`config.mk`:
```
export PLATFORM = sky130hd
export DESIGN_NAME = pipe_ctrl_flat
export DESIGN_NICKNAME = d
export VERILOG_FILES = /design/src/rtl/pipe_ctrl_if.sv /design/src/rtl/pipe_ctrl.sv /design/src/flat_wrapper.sv
export SDC_FILE = /design/constraint.sdc
export NUM_CORES = 1
export LEC_CHECK = 0
export ABC_AREA = 1
export CORE_MARGIN = 4
export CORE_UTILIZATION = 45
export DETAILED_ROUTE_END_ITERATION = 10
export HOLD_SLACK_MARGIN = 0.02
export PLACE_DENSITY_LB_ADDON = 0.15
export SYNTH_ARGS = -nofsm -noshare
export SYNTH_HDL_FRONTEND = slang
export SYNTH_SLANG_ARGS = --single-unit
```
`constraint.sdc`:
```
create_clock -name clk -period 4.8 [get_ports clk]
set_input_delay 0.96 -clock clk [delete_from_list [all_inputs] [get_ports clk]]
set_output_delay 0.96 -clock clk [all_outputs]
set_load 0.01 [all_outputs]
```
`src/rtl/pipe_ctrl_if.sv`:
```
// Handshake bundle between the pipeline stages and the stall/flush controller.
// The pipeline side is the master (raises requests); pipe_ctrl is the slave.
interface pipe_ctrl_if;
    logic        stallreq_from_id;
    logic        stallreq_from_ex;
    logic        stallreq_from_mem;
    logic [31:0] exception_type;
    logic [31:0] cp0_epc;
    logic [5:0]  stall;
    logic        flush;
    logic [31:0] new_pc;
    logic [31:0] stall_cycles;
    logic [15:0] flush_count;
    logic        stall_timeout;

    modport master (
        output stallreq_from_id, stallreq_from_ex, stallreq_from_mem,
        output exception_type, cp0_epc,
        input  stall, flush, new_pc, stall_cycles, flush_count, stall_timeout
    );

    modport slave (
        input  stallreq_from_id, stallreq_from_ex, stallreq_from_mem,
        input  exception_type, cp0_epc,
        output stall, flush, new_pc, stall_cycles, flush_count, stall_timeout
    );
endinterface

```
`src/rtl/pipe_ctrl.sv`:
```
// Pipeline hazard controller: prioritised per-stage stall vector, exception
// flush/redirect with a one-cycle refill bubble, and stall/flush statistics.
module pipe_ctrl #(
    parameter logic [31:0] EXC_VECTOR = 32'h0000_0020,
    parameter logic [31:0] EXC_ERET   = 32'h0000_000e,
    parameter int          WDOG_LIMIT = 255
) (
    input  logic        clk,
    input  logic        rst,
    pipe_ctrl_if.slave  bus
);

    typedef enum logic [1:0] {
        RUN    = 2'd0,
        STALL  = 2'd1,
        REFILL = 2'd2
    } state_t;

    localparam logic [5:0] STALL_MEM = 6'b011111;
    localparam logic [5:0] STALL_EX  = 6'b001111;
    localparam logic [5:0] STALL_ID  = 6'b000111;

    state_t      state, state_nxt;
    logic [5:0]  stall_c;
    logic        flush_c;
    logic [31:0] new_pc_c;
    logic [7:0]  run_len;
    logic        stall_active;

    // State register
    always_ff @(posedge clk or posedge rst) begin
        if (rst) begin
            state <= RUN;
        end else begin
            // NOTE: sequential state uses non-blocking assignments so every
            // register samples pre-edge values regardless of process order.
            state <= state_nxt;
        end
    end

    // Next-state logic
    always_comb begin
        state_nxt = state;
        case (state)
            RUN, STALL: begin
                if (flush_c)
                    state_nxt = REFILL;
                else if (stall_c != 6'b0)
                    state_nxt = STALL;
                else
                    state_nxt = RUN;
            end
            REFILL:  state_nxt = RUN;
            default: state_nxt = RUN;
        endcase
    end

    // Outputs; reset forces them low so they read zero while rst is held.
    always_comb begin
        // NOTE: every comb output gets a default first, so no path can
        // leave a value held and infer a latch.
        stall_c  = 6'b0;
        flush_c  = 1'b0;
        new_pc_c = 32'h0;
        if (!rst && state != REFILL) begin
            if (bus.exception_type != 32'h0) begin
                flush_c  = 1'b1;
                new_pc_c = (bus.exception_type == EXC_ERET) ? bus.cp0_epc : EXC_VECTOR;
            end else if (bus.stallreq_from_mem) begin
                stall_c = STALL_MEM;
            end else if (bus.stallreq_from_ex) begin
                stall_c = STALL_EX;
            end else if (bus.stallreq_from_id) begin
                stall_c = STALL_ID;
            end
        end
    end

    assign stall_active = (stall_c != 6'b0);

    // Statistics and watchdog; flush already forces stall_c to zero.
    always_ff @(posedge clk or posedge rst) begin
        if (rst) begin
            bus.stall_cycles  <= 32'h0;
            bus.flush_count   <= 16'h0;
            bus.stall_timeout <= 1'b0;
            run_len           <= 8'h0;
        end else begin
            if (stall_active && bus.stall_cycles != 32'hFFFF_FFFF)
                bus.stall_cycles <= bus.stall_cycles + 32'd1;
            if (flush_c && bus.flush_count != 16'hFFFF)
                bus.flush_count <= bus.flush_count + 16'd1;

            if (!stall_active || flush_c)
                run_len <= 8'h0;
            else if (run_len != 8'hFF)
                run_len <= run_len + 8'd1;

            // Flag rises on the edge where the run length reaches the limit.
            if (stall_active && !flush_c && (int'(run_len) + 1 >= WDOG_LIMIT))
                bus.stall_timeout <= 1'b1;
        end
    end

    assign bus.stall  = stall_c;
    assign bus.flush  = flush_c;
    assign bus.new_pc = new_pc_c;

endmodule

```
`src/flat_wrapper.sv`:
```
// flat-port wrapper written by rule: the top's interface ports become plain ports
module pipe_ctrl_flat 
#(
    parameter logic [31:0] EXC_VECTOR = 32'h0000_0020,
    parameter logic [31:0] EXC_ERET   = 32'h0000_000e,
    parameter int          WDOG_LIMIT = 255
)
  (clk, rst, bus_stallreq_from_id, bus_stallreq_from_ex, bus_stallreq_from_mem, bus_exception_type, bus_cp0_epc, bus_stall, bus_flush, bus_new_pc, bus_stall_cycles, bus_flush_count, bus_stall_timeout);
  pipe_ctrl_if bus_i ();
  input  logic clk;
  input  logic rst;
  input wire logic [$bits(bus_i.stallreq_from_id)-1:0] bus_stallreq_from_id;
  input wire logic [$bits(bus_i.stallreq_from_ex)-1:0] bus_stallreq_from_ex;
  input wire logic [$bits(bus_i.stallreq_from_mem)-1:0] bus_stallreq_from_mem;
  input wire logic [$bits(bus_i.exception_type)-1:0] bus_exception_type;
  input wire logic [$bits(bus_i.cp0_epc)-1:0] bus_cp0_epc;
  output wire logic [$bits(bus_i.stall)-1:0] bus_stall;
  output wire logic [$bits(bus_i.flush)-1:0] bus_flush;
  output wire logic [$bits(bus_i.new_pc)-1:0] bus_new_pc;
  output wire logic [$bits(bus_i.stall_cycles)-1:0] bus_stall_cycles;
  output wire logic [$bits(bus_i.flush_count)-1:0] bus_flush_count;
  output wire logic [$bits(bus_i.stall_timeout)-1:0] bus_stall_timeout;
  assign bus_i.stallreq_from_id = bus_stallreq_from_id;
  assign bus_i.stallreq_from_ex = bus_stallreq_from_ex;
  assign bus_i.stallreq_from_mem = bus_stallreq_from_mem;
  assign bus_i.exception_type = bus_exception_type;
  assign bus_i.cp0_epc = bus_cp0_epc;
  assign bus_stall = bus_i.stall;
  assign bus_flush = bus_i.flush;
  assign bus_new_pc = bus_i.new_pc;
  assign bus_stall_cycles = bus_i.stall_cycles;
  assign bus_flush_count = bus_i.flush_count;
  assign bus_stall_timeout = bus_i.stall_timeout;
  pipe_ctrl #(.EXC_VECTOR(EXC_VECTOR), .EXC_ERET(EXC_ERET), .WDOG_LIMIT(WDOG_LIMIT)) u_core (.clk(clk), .rst(rst), .bus(bus_i));
endmodule
```
==> out/metrics.csv <==
stage;metric;value;unit
run_status;status;complete, no violations;
synth;share of the synthesized area in the top cell type;0.350;
global_route;Total Routing Usage GR;0.232;
cts;Max clock buf depth;2;
sta;unrepaired setup endpoints after global routing;no;
synth;Synth async-reset ratio;1.00;
place;hpwl dp;9760;um
synth;Synth area leaders;dfrtp_1, nand2_1, nor2_1;
routing;DRT antenna net count;0;
power;P_leak;2.67;nW
worst_setup_path;startpoint class of the critical path;input port;
sta;final count of pins violating max slew;0;
sta;Final WS setup;731;ps
sta;Setup TNS;0;ps
synth;Commonest cells post-synth;nand2_1, nor2_1, dfrtp_1, nand3_1, inv_1;
sta;Final period util;0.848;
global_route;vias in the first global route;4627;
synth;Post-Syn Area;0.00422;mm2
sta;post-layout min period;4070;ps
synth;most numerous cell in the Yosys netlist;nand2_1;
floorplan;# IOs;157;
cts;CTS Hold Bufs;0;
run;max-cap violations;0;
sta;Final Skew;18.2;ps
power;maximum vdd ir drop;154;uV
global_route;initial antenna violation count;0;
global_route;grt total ovfl;0;
cts;number of gates resized after cts;0;
cts;cts bufs inserted;9;
cts;CTS tree;built;
worst_setup_path;Arr. time, crit path;3110;ps
min_path;Worst Hold Class;reg2reg;
routing;Pre-Repair DR Iteration Count;6;
worst_setup_path;Crit Path Max Fanout;33;
sta;number of failing hold endpoints at the final stage;0;
routing;drt wl/cell;13.6;um
global_route;global-route wire length before repair;20900;um
cells_and_area;Final Util;0.657;
synth;Synth Warn #;0;
place;port bufs;155;
cts;Clk pin slew, worst setup/hold paths;70;ps
routing;DR DRC count;0;
routing;Post-Route WL;12600;um
cells_and_area;Layout area overhead;43.0;%
synth;Post-synth EDFFs;0;
cts;CTS root buf;clkbuf_8;
floorplan;Die W;105;um
cts;post-CTS setup buffers;0;
worst_setup_path;CP endpoint kind;primary output;
sta;max frequency;246;MHz
place;RePlAce Congestion;0.942;
floorplan;Initial Util;0.459;
sta;Max transition margin;0.502;
global_route;largest net degree at the start of global routing;60;
routing;Iteration-0 DRC Markers;274;
synth;Distinct cells, synth;30;
synth;fraction of the yosys area taken by sequential cells;0.350;
synth;cells after synthesis;665;
worst_setup_path;WP data required;3840;ps
cells_and_area;nets;886;
worst_setup_path;kind of critical path;in2out;
synth;Synth Register Bits;59;
floorplan;core area;0.00920;mm2
floorplan;Die ar.;0.0110;mm2
floorplan;# rows;35;
cells_and_area;share of post-route cells with drive strength above 1;0.0403;
floorplan;Die Y;105;um
power;PwrDens;205;mW/mm2
sta;measured slew at the worst slew-check pin;747;ps
routing;Via Count;4647;
worst_setup_path;R2R Setup Slk;2340;ps
cells_and_area;diodes inserted;0;
cts;H-tree depth;3;
cts;clock latency on the worst-skew pair;340;ps
place;Worst Setup Slack post-DPL;701;ps
routing;vias per inst;5.00;
synth;Post-synth top flop;dfrtp_1;
synth;syn_nets;738;
synth;Synth area leader;dfrtp_1;
synth;syn_area_per_cell;6.35;um2
sta;endpoints failing setup;0;
cts;Clock Sinks;59;
critical path, stage by stage:
cell,delay [ps]
clkdlybuf4s50_1,400
nor2_1,100
nand2_1,50
nor2_1,100
nand2_1,130
nor2_4,200
nor2_1,110
inv_2,390
nor2_1,120
clkdlybuf4s50_1,550
flip-flops by register name (all words and copies together) (netlist names):
signal,cells
u_core.bus.stall_cycles,32
u_core.bus.flush_count,16
u_core.run_len,8
u_core.state,2
u_core.bus.stall_timeout,1
through the flow:
| stage | std cells | area, um2 | hold slack (ps) | power, mW |
|---|---|---|---|---|
| 3_3_place_gp | 913 | 5810 | 446 | 0.729 |
| 2_1_floorplan | 665 | 4220 | 426 | 0.621 |
| 3_5_place_dp | 913 | 5810 | 444 | 0.731 |
| 5_1_grt | 929 | 6040 | 474 | 1.29 |
| 4_1_cts | 929 | 6040 | 454 | 1.25 |
| 6_report | 929 | 6040 | 452 | 1.24 |
final timing paths:
kind | from | depth (start not counted) | end
worst max-delay path | bus_exception_type[29] | 10 | bus_new_pc[3]
min in group asynchronous | rst | 3 | u_core.state[1]
worst max register to register | u_core.bus.stall_cycles[0] | 10 | u_core.bus.stall_cycles[8]
worst min-delay path | u_core.state[1] | 1 | u_core.state[0]
max in group asynchronous | rst | 3 | u_core.bus.stall_cycles[28]
worst min register to register | u_core.state[1] | 1 | u_core.state[0]
power by group:
| group | total [mW] | internal, mW | switching (mW) |
|---|---|---|---|
| logic | 0.181 | 0.101 | 0.0796 |
| registers | 0.540 | 0.513 | 0.0262 |
| clock network | 0.518 | 0.306 | 0.212 |
| total | 1.24 | 0.921 | 0.318 |
area by class of cell:
type	instances	area, um2
Multi-Input combinational cell	544	2470
Timing Repair Buffer	158	1570
Fill cell	786	3160
Clock inverter	6	88.8
Tap cell	111	139
Inverter	41	154
Clock buffer	10	138
Sequential cell	59	1480
cell usage in the layout (no fill, tap or decap), types with 2 or more instances in the layout:
cell type | Yosys | final
a21oi_1 | 3 | 3
buf_4 | 3 | 3
bufinv_16 | 0 | 2
clkbuf_8 | 0 | 10
clkdlybuf4s50_1 | 0 | 155
clkinvlp_4 | 0 | 2
dfrtp_1 | 59 | 59
ha_1 | 4 | 4
inv_1 | 38 | 37
inv_2 | 3 | 4
nand2_1 | 283 | 283
nand3_1 | 43 | 43
nand3b_1 | 15 | 15
nand4_1 | 6 | 6
nor2_1 | 127 | 127
nor2_4 | 3 | 3
nor3_1 | 12 | 11
nor3b_1 | 2 | 2
o21ai_0 | 5 | 5
o21ai_2 | 2 | 2
xnor2_1 | 10 | 10
xor2_1 | 20 | 20
kinds of logic (layout without fill, tap and decap cells):
| group | count (synthesis) | after routing | synth area share |
|---|---|---|---|
| and+or+nand+nor | 497 | 497 | 0.490 |
| buffers and inverters | 62 | 215 | 0.0667 |
| DFF | 59 | 59 | 0.350 |
| xor gates and xnor gates | 30 | 30 | 0.0622 |
| AOI/OAI and AO/OA | 12 | 12 | 0.0184 |
| adders and majority gates | 4 | 4 | 0.0119 |
| other | 1 | 1 | 0.000888 |
metal layers:
layer,wire [um],GRT usage
met5,0,0
met4,445,0.102
met3,1010,0.0679
met2,6380,0.425
met1,4810,0.245
Note: power is estimated with default switching activity, not from simulation.
